===== src/rtl/display_pkg.sv =====
// display_pkg: mode codes, FSM state encoding and select width shared by the display mode sequencer
package display_pkg;
  localparam int SEL_W = 3;
  localparam logic [SEL_W-1:0] MODE_RGB     = 3'd1;
  localparam logic [SEL_W-1:0] MODE_GRAY    = 3'd2;
  localparam logic [SEL_W-1:0] MODE_HIST    = 3'd3;
  localparam logic [SEL_W-1:0] MODE_THRESH  = 3'd4;
  localparam logic [SEL_W-1:0] MODE_CUMHIST = 3'd5;
  typedef enum logic [1:0] {
    IDLE    = 2'd0,
    PENDING = 2'd1,
    SETTLE  = 2'd2
  } state_t;
endpackage


===== src/rtl/frame_edge_det.sv =====
// frame_edge_det: registers frame valid and flags frame start, frame end and stable blanking
//   clk, rst     : clock, synchronous active-high reset
//   fval         : frame valid from the capture path
//   frame_start  : fval rising edge
//   frame_end    : fval falling edge
//   blank_stable : fval low now and on the previous cycle
module frame_edge_det (
  input  logic clk,
  input  logic rst,
  input  logic fval,
  output logic frame_start,
  output logic frame_end,
  output logic blank_stable
);
  logic fval_d;
  always_ff @(posedge clk)
    if (rst) fval_d <= 1'b0;
    else     fval_d <= fval;
  assign frame_start  = fval & ~fval_d;
  assign frame_end    = ~fval & fval_d;
  assign blank_stable = ~fval & ~fval_d;
endmodule


===== src/rtl/display_mode_sequencer.sv =====
// display_mode_sequencer: turns user/auto mode requests into arbitrator select changes committed only in vertical blanking
//   iClk, iRst            : clock, synchronous active-high reset
//   iFval                 : frame valid from the capture path
//   iNext, iPrev          : single-cycle step requests
//   iDirect_Load          : single-cycle load of iMode_Direct
//   iAuto_En              : level, enables auto-cycling every AUTO_FRAMES frame ends
//   oSelect               : committed mode to the arbitrator
//   oPending              : a request is waiting for blanking
//   oBlank                : settle window, downstream drops writes
//   oFrame_Cnt            : free-running frame start counter
module display_mode_sequencer
  import display_pkg::*;
#(
  parameter int NUM_MODES     = 5,
  parameter int AUTO_FRAMES   = 60,
  parameter int SETTLE_FRAMES = 1,
  parameter int SEL_W         = display_pkg::SEL_W
) (
  input  logic             iClk,
  input  logic             iRst,
  input  logic             iFval,
  input  logic             iNext,
  input  logic             iPrev,
  input  logic             iDirect_Load,
  input  logic [SEL_W-1:0] iMode_Direct,
  input  logic             iAuto_En,
  output logic [SEL_W-1:0] oSelect,
  output logic             oPending,
  output logic             oBlank,
  output logic [15:0]      oFrame_Cnt
);
  logic frame_start, frame_end, blank_stable;
  logic dir_ok, man, auto_tick, req;
  logic [SEL_W-1:0] target, t_next, t_prev, t_req, tgt_n;
  logic [15:0] auto_cnt, settle_cnt;
  state_t state;

  frame_edge_det u_edge (
    .clk         (iClk),
    .rst         (iRst),
    .fval        (iFval),
    .frame_start (frame_start),
    .frame_end   (frame_end),
    .blank_stable(blank_stable)
  );

  // Invalid direct codes are dropped, letting lower-priority requests through.
  assign dir_ok    = iDirect_Load && (iMode_Direct != '0) && (int'(iMode_Direct) <= NUM_MODES);
  assign man       = dir_ok | iNext | iPrev;
  assign auto_tick = iAuto_En && frame_end && (auto_cnt == 16'(AUTO_FRAMES - 1));
  assign req       = man | auto_tick;
  assign t_next    = (target == SEL_W'(NUM_MODES)) ? SEL_W'(1) : target + SEL_W'(1);
  assign t_prev    = (target == SEL_W'(1)) ? SEL_W'(NUM_MODES) : target - SEL_W'(1);
  assign t_req     = dir_ok ? iMode_Direct : iNext ? t_next : iPrev ? t_prev : t_next;
  // Commits and settle exits use the post-request target so a same-cycle request is never lost.
  assign tgt_n     = req ? t_req : target;

  always_ff @(posedge iClk) begin
    if (iRst) begin
      oSelect    <= SEL_W'(MODE_RGB);
      target     <= SEL_W'(MODE_RGB);
      oPending   <= 1'b0;
      oBlank     <= 1'b0;
      oFrame_Cnt <= '0;
      auto_cnt   <= '0;
      settle_cnt <= '0;
      state      <= IDLE;
    end else begin
      if (frame_start) oFrame_Cnt <= oFrame_Cnt + 16'd1;
      auto_cnt <= (!iAuto_En || man || auto_tick) ? '0 : frame_end ? auto_cnt + 16'd1 : auto_cnt;
      target   <= tgt_n;
      case (state)
        IDLE:
          if (req) begin
            state    <= PENDING;
            oPending <= 1'b1;
          end
        PENDING:
          if (blank_stable) begin
            oSelect  <= tgt_n;
            oPending <= 1'b0;
            if (tgt_n != oSelect && SETTLE_FRAMES != 0) begin
              state      <= SETTLE;
              oBlank     <= 1'b1;
              settle_cnt <= '0;
            end else begin
              state <= IDLE;
            end
          end
        SETTLE:
          if (frame_end) begin
            if (settle_cnt == 16'(SETTLE_FRAMES - 1)) begin
              oBlank   <= 1'b0;
              state    <= (tgt_n != oSelect) ? PENDING : IDLE;
              oPending <= tgt_n != oSelect;
            end else begin
              settle_cnt <= settle_cnt + 16'd1;
            end
          end
        default: state <= IDLE;
      endcase
    end
  end
endmodule

===== config.mk =====
export PLATFORM = sky130hd
export DESIGN_NAME = display_mode_sequencer
export DESIGN_NICKNAME = d
export VERILOG_FILES = /design/src/rtl/display_pkg.sv /design/src/rtl/frame_edge_det.sv /design/src/rtl/display_mode_sequencer.sv
export SDC_FILE = /design/constraint.sdc
export NUM_CORES = 1
export LEC_CHECK = 0
export CAP_MARGIN = 10
export CORE_UTILIZATION = 40
export CTS_CLUSTER_DIAMETER = 100
export DETAILED_ROUTE_END_ITERATION = 8
export PLACE_DENSITY = 0.58
export SYNTH_ARGS = -nofsm -noshare
export SYNTH_HDL_FRONTEND = slang
export SYNTH_SLANG_ARGS = --single-unit

===== constraint.sdc =====
create_clock -name iClk -period 5.7 [get_ports iClk]
set_input_delay 1.14 -clock iClk [delete_from_list [all_inputs] [get_ports iClk]]
set_output_delay 1.14 -clock iClk [all_outputs]
set_load 0.005 [all_outputs]

== Word level (Yosys, flattened, before mapping) ==
Cells that the tools add are included.
Storage, ports and cells
  input port bits: 10
  bits in registers: 59
  word-level logic and storage cells: 81
  output and inout port bits: 21
Operators by class
  equality and inequality tests: 12
  bitwise gates (word level): 8
  magnitude comparators: 1
  mux-type cells: 28
  add/subtract/negate cells: 5
  reduce and logical (&&, ||, !) cells: 18
Operator list (count)
  $mux 16: 4
  $add 16x1->16 const B: 3
  $pmux 16 s2: 1
  $mux 3: 6
  $eq 16x6->1 const B: 1
  $logic_not 16->1: 1
  $reduce_and 5->1: 3
  $ne 2x2->1 const B: 6
  $mux 2: 5
  $mux 1: 9
  $pmux 2 s3: 1
  $reduce_bool 3->1: 2
  $logic_and 1x1->1: 4
  $reduce_and 4->1: 1
  $add 3x1->3 const B: 1
  $and 1x1->1: 3
  $eq 3x1->1 const B: 1
  $eq 3x3->1 const B: 1
  $le 3x3->1 const B: 1
  $ne 3x3->1: 1
  $or 1x1->1: 3
  $pmux 1 s3: 1
  $sub 3x1->3 const B: 1
  $eq 2x1->1 const B: 1
  9 further kinds: 11

== Longest topological paths before layout ==
Gate-level depths: netlist (run 1).
  depth in word-level cells: 12
  depth in mapped cells: 11
  depth with buffers taken out: 10

== Hierarchy ==
Synthesis (run 1) repeated with hierarchy kept, for this count alone.
Second synthesis, totals
  cells, all modules: 370
  area total of the unflattened synthesis: 3128.0 sq um
Modules (own cells, without submodules)
  display_mode_sequencer: sequential area each 1161.1 sq um, cells an instance 365, area each 3083.0 sq um, instances 1
  frame_edge_det: sequential area each 20.0 sq um, cells an instance 5, area each 45.0 sq um, instances 1

== Worst setup path before layout (run 1) ==
OpenSTA, ideal clock, no wires.
  path kind: input to register
  start point: in iMode_Direct[2]
  end point: reg settle_cnt[5]
  arrival time: 2960 ps
  path buffers: 2
  cell stages on the path: 10
  setup time: 114 ps
  data required time: 5586 ps
  setup slack: 2626 ps
  cell sequence: or3_1 -> a211oi_2 -> o21ai_2 -> buf_6 -> a311oi_2 -> a311oi_2 -> a31oi_4 -> buf_6 -> o32ai_1 -> a21o_1
On the way
  longest elaborated chain between the ends: 10
  elaborated cells on any way between the ends: 12
  those cells by class: order compare: 1; eq/ne: 2; mux: 2; bitwise: 3; reduce/logical: 4
RTL lines
  start, declared: line display_mode_sequencer.sv:25  | input logic [SEL_W-1:0] iMode_Direct,
  branches (longest 6 deep; another with $le 3x3->1)
  $mux 3 *: line display_mode_sequencer.sv:56  | assign tgt_n = req ? t_req : target;
  $ne 3x3->1 *: line display_mode_sequencer.sv:82  | if (tgt_n != oSelect && SETTLE_FRAMES != 0) begin
  $ne 2x2->1 (no source line) *
  $reduce_and 5->1 (no source line) *
  end signal, assigned: line display_mode_sequencer.sv:97  | settle_cnt <= settle_cnt + 16'd1;
  end, declared: line display_mode_sequencer.sv:35  | logic [15:0] auto_cnt, settle_cnt;
Mark *: on every way between the ends.
A chain may end at the register's enable or synchronous reset.

== Final worst setup path (run 1) ==
  start point: in iFval
  end point: reg settle_cnt[7]
On the way
  longest elaborated chain between the ends: 9
  elaborated cells on any way between the ends: 12
  those cells by class: eq/ne: 4; mux: 1; bitwise: 4; reduce/logical: 3
RTL lines
  start, declared: line display_mode_sequencer.sv:21  | input logic iFval,
  $not 1->1 *: line frame_edge_det.sv:20, frame_edge_det.sv:21
  $and 1x1->1: line frame_edge_det.sv:20  | assign frame_end = ~fval & fval_d;
  $logic_and 1x1->1 (2 in series): line display_mode_sequencer.sv:50  | assign auto_tick = iAuto_En && frame_end && (auto_cnt == 16'(AUTO_FRAMES - 1));
  $or 1x1->1: line display_mode_sequencer.sv:51  | assign req = man | auto_tick;
  $mux 3: line display_mode_sequencer.sv:56
  $ne 3x3->1: line display_mode_sequencer.sv:82
  $ne 2x2->1 (no source line)
  $reduce_and 5->1 (no source line) *
Mark *: on every way between the ends. The rest lies on a longest branch, timed or not.

==> impl_results.md, run 1 <==
- Post-cts resize count: 0
- CP Class: in -> reg
- Pint: 0.757 mW
- Hold buffer count at cts: 0
- CTS tree: yes
- Pwr dens: between 200 and 300 nW/um^2
- Worst Path Required: ~6 ns
- Setup_tns: 0 ns
- Sw Pwr: approximately 0.29 mW
- Status: completed
- I/O pin count: 31
- H-tree depth: 3
- Critical Path Start: iFval
- Initial drt markers: 76
- Clk_lat worst skew: between 0.3 and 0.4 ns
- DRC Markers: 0
- MaxCap Viol Count: 0
- Synth Instances: approximately 380
- First-pass GRT wire length: between 10 and 15 mm
- Reg2reg start: auto_cnt[0]$_SDFFE_PP0P_
- Placed insts: 500
- Primary FF master, synth: dfxtp_1
- Top routing layer used: met4
- Grt total ovfl: 0
- R2R setup slack: around 2.7 ns
- Core area: between 7000 and 8000 sq um
- N_diodes: 0
- Synth warn: 0
- Hold crit path type: reg -> reg
- Die Width: 90.5 um
- Crit path to: settle_cnt[7]$_SDFFE_PP0P_
- Sequential Power Share: about 44%
- Pleak: 1.38 nW
- Router iterations before antenna repair: 4
- Unique cell type count in the Yosys netlist: between 50 and 60
- Clock skew: slightly below 0.008 ns
- Routed Antenna Nets: 0
- Comb pwr share: between 15 and 20%
- Post-Syn Nets: 400
- Design Area, Final: approximately 3700 sq um
- Synth Register Bits: roughly 60
- Final cell count without fillers: roughly 520
- Post-CTS Setup Inserts: 0
- P&R area growth vs syn: 18.5%
- Initial core utilization: a little over two fifths
- Switching share of power: between 20 and 30%
- Max Freq: around 260 MHz
- Tightest Pin Transition: 0.681 ns
- DR WL met3: approximately 350 um
- I/O Buffers: 30
- Peak VDD IR: 0.000193 V
- WL/cell: between 10 and 15 um
- Type of element launching the critical path: primary input
- Sequential fraction of the synthesis area: a little under two fifths
- Setup-failing EPs final: 0
- Vias in the first global route: between 2000 and 3000
- Slew HR: a little over half
- Placed inst area: 3500 sq um
- Die height: 90.5 um
- Worst-path clk slew: 0.07 ns
- Ratio of cells with drive above 1 in the final layout: 7.67%
- WL met1: 3.41 mm
- Final period util: between 60% and 70%
- Largest net degree at the start of global routing: 38
- Routed length on met2: between 2 and 3 mm
- Clock Power Share: between 30% and 40%
- DP HPWL: ~4.7 mm
- Root Buffer: clkbuf_8
- Initial antenna violation count: 0
- Vias: roughly 2700
- EDFF count, synth: 0
- Final WL: ~6.8 mm
- Avg Cell Area, Syn: between 8 and 9 sq um
- Crit-path max FO: 17
- RSZ-0062 raised after global routing: false
- Row Count: 31
- Post-synth ARST share: 0%
- R2R depth: 9
- Gr usage total: between 10% and 20%
- Max clock buf depth: 2
- CP Data Arrival Time: between 4 and 5 ns
- Max Slew Vio Count: 0
- DR vias/cell: approximately 5.3
- Clk sink count: 59
- Die ar.: slightly above 8000 sq um
- Final Wtd Congestion: between 0.8 and 0.9
- Reg2reg end: settle_cnt[7]$_SDFFE_PP0P_
- Post-synthesis instance area: 3130 sq um
- Final #Nets: between 400 and 500
- Total power: between 1 and 1.5 mW
- Hold Slack: around 0.5 ns
- Worst setup EP type: register
- Fin crit period: about 3.9 ns
- Total CTS buffers: 9
- Hold Violations, Final: 0
cells by family after synthesis:
group	Yosys count	share of synthesized area, %
XOR/XNOR	28	8.07
AND/OR/NAND/NOR	188	29.6
buffers and inverters	23	3.31
adder cells (fa/ha/maj)	8	3.20
multiplexers	2	1.04
flip-flops	59	37.7
AO/OA/AOI/OAI	74	17.1
layer usage:
metal  track usage [%]  vias to the layer above
met5                 0                        -
met4              6.05                        0
li1                  -                     1411
met2              26.3                       48
met1              23.4                     1254
met3              6.57                        9
critical path, cell delays in order:
cell and delay (ns):
clkdlybuf4s50_1 0.50, and4b_1 0.40, nand3_1 0.21, o21ai_2 0.51, mux2i_4 0.37, xor2_2 0.12, a31oi_4 0.47, o21ai_0 0.15
a21o_1 0.20
cell usage in the layout (no fill, tap or decap), drive strengths merged, types with 3 or more instances in the layout:
cell type	count
o32ai	3
ha	8
inv	11
xor2	21
nor4	7
a21o	13
a21oi	9
nand2	44
nor2b	9
or2	4
nor2	48
xnor2	7
a31oi	4
nand2b	6
and3	11
clkbuf	11
or3	13
o21ai	24
nand4	6
nor3	14
nand3	16
clkdlybuf4s50	30
dfxtp	59
worst min-delay path by stage:
stage	start	endpoint	depth (start not counted)
after floorplan	auto_cnt[1]$_SDFFE_PP0P_	auto_cnt[1]$_SDFFE_PP0P_	2
after CTS	oPending$_SDFFE_PP0P_	oPending$_SDFFE_PP0P_	2
after detailed placement	oPending$_SDFFE_PP0P_	oPending$_SDFFE_PP0P_	2
after global routing	oPending$_SDFFE_PP0P_	oPending$_SDFFE_PP0P_	2
after global placement	oPending$_SDFFE_PP0P_	oPending$_SDFFE_PP0P_	2
final	auto_cnt[1]$_SDFFE_PP0P_	auto_cnt[1]$_SDFFE_PP0P_	2
cell type report:
| class | instances | area (sq um) |
|---|---|---|
| fill | 725 | 3700 |
| sequential | 59 | 1180 |
| timing repair buffer | 31 | 308 |
| tap | 99 | 124 |
| multi-input combinational | 300 | 1850 |
| clock buffer | 11 | 131 |
| inverter | 11 | 41.3 |
| clock inverter | 5 | 77.6 |
cell usage after synthesis (all sizes together), types with 8 or more instances:
master | instances | area [sq um]
dfxtp | 59 | 1180
a21o | 13 | 98.9
or3 | 13 | 81.3
inv | 11 | 41.3
a21oi | 9 | 48.8
nor2b | 9 | 56.3
nand3 | 16 | 80.1
and3 | 11 | 68.8
nor3 | 14 | 70.1
nor2 | 48 | 180
nand2 | 44 | 165
ha | 8 | 100
xor2 | 21 | 191
o21ai | 24 | 124
flip-flops by register name (all words and copies together), names as in the netlist:
signal         cells
auto_cnt          16
oFrame_Cnt        16
settle_cnt        16
oSelect            3
target             3
state              2
oBlank             1
oPending           1
u_edge.fval_d      1
power groups by stage:
stage / sequential, mW / combinational (mW) / clock [mW]
after floorplan: 0.456 / 0.133 / 0
after global placement: 0.467 / 0.177 / 0
after detailed placement: 0.467 / 0.177 / 0
after CTS: 0.458 / 0.179 / 0.424
after global routing: 0.462 / 0.200 / 0.443
final: 0.458 / 0.178 / 0.411
metrics by stage:
stage	util, %	worst slack, ns
2_1_floorplan	-	2.63
3_3_place_gp	47.3	1.55
3_5_place_dp	47.3	1.49
4_1_cts	50.1	1.85
5_1_grt	50.1	1.60
6_report	50.1	1.84
Power figures use the tool's default switching activity.
==> inputs of run 2 (changes only) <==
--- a/config.mk
+++ b/config.mk
@@ -9,7 +9,7 @@
 export CORE_UTILIZATION = 40
 export CTS_CLUSTER_DIAMETER = 100
 export DETAILED_ROUTE_END_ITERATION = 8
-export PLACE_DENSITY = 0.58
+export PLACE_DENSITY = 0.61
 export SYNTH_ARGS = -nofsm -noshare
 export SYNTH_HDL_FRONTEND = slang
 export SYNTH_SLANG_ARGS = --single-unit
==> constraint.sdc (replaced) <==
create_clock -name iClk -period 3.37 [get_ports iClk]
set_input_delay 0.674 -clock iClk [delete_from_list [all_inputs] [get_ports iClk]]
set_output_delay 0.674 -clock iClk [all_outputs]
set_load 0.005 [all_outputs]
==> run 2 against run 1 <==
  * Count of clock-buffer cells in the layout shrank 1
  * Die area did not move
  * Register-to-register slack worse by 2.2 ns
  * Clock skew rose by 0.0012 ns
  * Largest cell class unchanged
  * Global-route usage increased by 0.33 points
  * Wire length grew 0.36%
  * Utilization increased by 0.79 points
  * Hold slack lost 0.0037 ns
  * Clock power increased by 53%
  * Via count about the same
  * Critical path depth unchanged
==> impl_results.md, run 2 (same netlist as run 1, synthesis figures left out) <==
- Placed insts: 510
- Design Area, Final: about 3800 sq um
- Final cell count without fillers: around 530
- Clk sink count: between 50 and 60
- Slew HR: a little under three fifths
- Utilization of the core after routing: 50.9%
- Vias in the first global route: between 2000 and 3000
- Crit-path max FO: 17
- Initial core utilization: between 40% and 50%
- Delay-heaviest family, CP: compound AO/OA/AOI/OAI gates
- Initial antenna violation count: 0
- CP Buf/Inv Count: 2
- Crit-path slowest cell: clkdlybuf4s50_1
- I/O Buffers: 30
- Hold_sp: auto_cnt[1]$_SDFFE_PP0P_
- Total CTS buffers: 9
- R2R depth: 11
- Fin crit period: around 3 ns
- Hold buffer count at cts: 0
- N_diodes: 0
- Clk_lat worst skew: around 0.34 ns
- Max Freq: 334 MHz
- Row Count: 31
- Router iterations before antenna repair: 5
- DR vias/cell: 5.17
- Final period util: 88.8%
- CP Data Arrival Time: 3.27 ns
- CP max stage delay: between 0.4 and 0.5 ns
- Worst setup EP type: register
- R2R setup slack: around 0.52 ns
- H-tree depth: 3
- CTS tree: yes
- Die ar.: 8190 sq um
- Commonest non-fill, non-tap cell in the layout: dfxtp_1
- Total power: approximately 1.7 mW
- Hold Violations, Final: 0
- Critical Path Start: iMode_Direct[2]
- Most used cell, CP: or3_1
- WHS Endpoint: auto_cnt[1]$_SDFFE_PP0P_
- Root Buffer: clkbuf_8
- RSZ-0062 raised after global routing: false
- Peak VDD IR: ~0.00023 V
- Max clock buf depth: 2
- Hold path depth: 2
- Clock skew: a little over 0.009 ns
- Max Slew Vio Count: 0
- Type of element launching the critical path: primary input
- Final WL: ~6.8 mm
- DRC Markers: 0
- DP HPWL: ~4.8 mm
- Tightest Pin Transition: around 0.64 ns
- Routed Antenna Nets: 0
- Worst Path Required: ~3.7 ns
- Initial drt markers: ~90
- Grt total ovfl: 0
- Post-CTS Setup Inserts: 0
- Largest net degree at the start of global routing: 30
- I/O pin count: 31
- Final Wtd Congestion: about 0.8
- CP Class: in -> reg
- Reg2reg start: target[1]$_SDFF_PP0_
- Most frequent cells in the layout: 59 x dfxtp_1, 48 x nor2_1, 44 x nand2_1
- Final #Nets: 440
- Die height: about 90 um
- Biggest regs: auto_cnt x16, oFrame_Cnt x16, settle_cnt x16
- Vias: 2721
- Hold Slack: about 0.48 ns
- Post-cts resize count: 0
- Reg2reg end: settle_cnt[8]$_SDFFE_PP0P_
- WL/cell: between 10 and 15 um
- First-pass GRT wire length: between 10 and 15 mm
- Hold crit path type: reg -> reg
- P&R area growth vs syn: 20.3%
- Ratio of cells with drive above 1 in the final layout: roughly a tenth
- Placed inst area: between 3000 and 4000 sq um
- Pleak: approximately 1.4 nW
- Status: completed
- Pwr dens: ~460 nW/um^2
- Worst-path clk slew: approximately 0.070 ns
- Die Width: approximately 91 um
- MaxCap Viol Count: 0
- Setup-failing EPs final: 0
- Core area: around 7400 sq um
- Cell Chain, Critical Path: clkdlybuf4s50_1, or3_1, a211oi_2, o21ai_2, buf_4, a311oi_2, a31oi_4, or3_1, a21oi_2
- Gr usage total: between 10% and 20%
## run 2: how the worst max path moves through the flow
stage / end / depth (start not counted) / slack (ns)
2_1_floorplan: settle_cnt[5]$_SDFFE_PP0P_ / 10 / 0.76
3_3_place_gp: settle_cnt[9]$_SDFFE_PP0P_ / 11 / 0.01
3_5_place_dp: settle_cnt[3]$_SDFFE_PP0P_ / 9 / -0.02
4_1_cts: settle_cnt[2]$_SDFFE_PP0P_ / 11 / 0.36
5_1_grt: settle_cnt[10]$_SDFFE_PP0P_ / 11 / 0.13
6_report: settle_cnt[3]$_SDFFE_PP0P_ / 9 / 0.38
## run 2: power by group
part	internal, mW	total [mW]	switching (mW)	leakage (nW)
clock	0.355	0.627	0.273	0.106
sequential	0.729	0.778	0.0488	0.478
combinational	0.149	0.315	0.166	0.848
## run 2: layout make-up
cell class                      count  area (sq um)
Clock buffer                       10           138
Clock inverter                      6          55.1
Sequential cell                    59          1180
Fill cell                         718          3640
Timing Repair Buffer               41           383
Tap cell                           99           124
Multi-Input combinational cell    300          1850
Inverter                           11          41.3
## run 2: layer usage
layer | vias up | wire length (um) | global-route usage, %
li1 | 1427 | - | -
met1 | 1250 | 3440 | 24.2
met2 | 36 | 2930 | 27.7
met3 | 8 | 310 | 4.63
met4 | 0 | 89 | 6.85
met5 | - | 0 | 0
## run 2: metrics by stage
stage | TNS [ns] | setup WS, ns
finish | 0 | 0.378
global route | 0 | 0.129
CTS | 0 | 0.357
detailed placement | -0.0221 | -0.0221
global placement | 0 | 0.0150
floorplan | 0 | 0.762
## run 2: worst min-delay path, stage by stage (launching register included)
cell and delay (ns):
dfxtp_1 0.33, nand2_1 0.06, a21oi_1 0.05
==> inputs of run 3 (changes only) <==
--- a/config.mk
+++ b/config.mk
@@ -5,11 +5,11 @@
 export SDC_FILE = /design/constraint.sdc
 export NUM_CORES = 1
 export LEC_CHECK = 0
-export CAP_MARGIN = 10
 export CORE_UTILIZATION = 40
 export CTS_CLUSTER_DIAMETER = 100
 export DETAILED_ROUTE_END_ITERATION = 8
 export PLACE_DENSITY = 0.61
+export SKIP_CTS_REPAIR_TIMING = 1
 export SYNTH_ARGS = -nofsm -noshare
 export SYNTH_HDL_FRONTEND = slang
 export SYNTH_SLANG_ARGS = --single-unit
==> results of run 3 <==
Same layout as run 2: the final DEF is identical, and so are final timing and power.
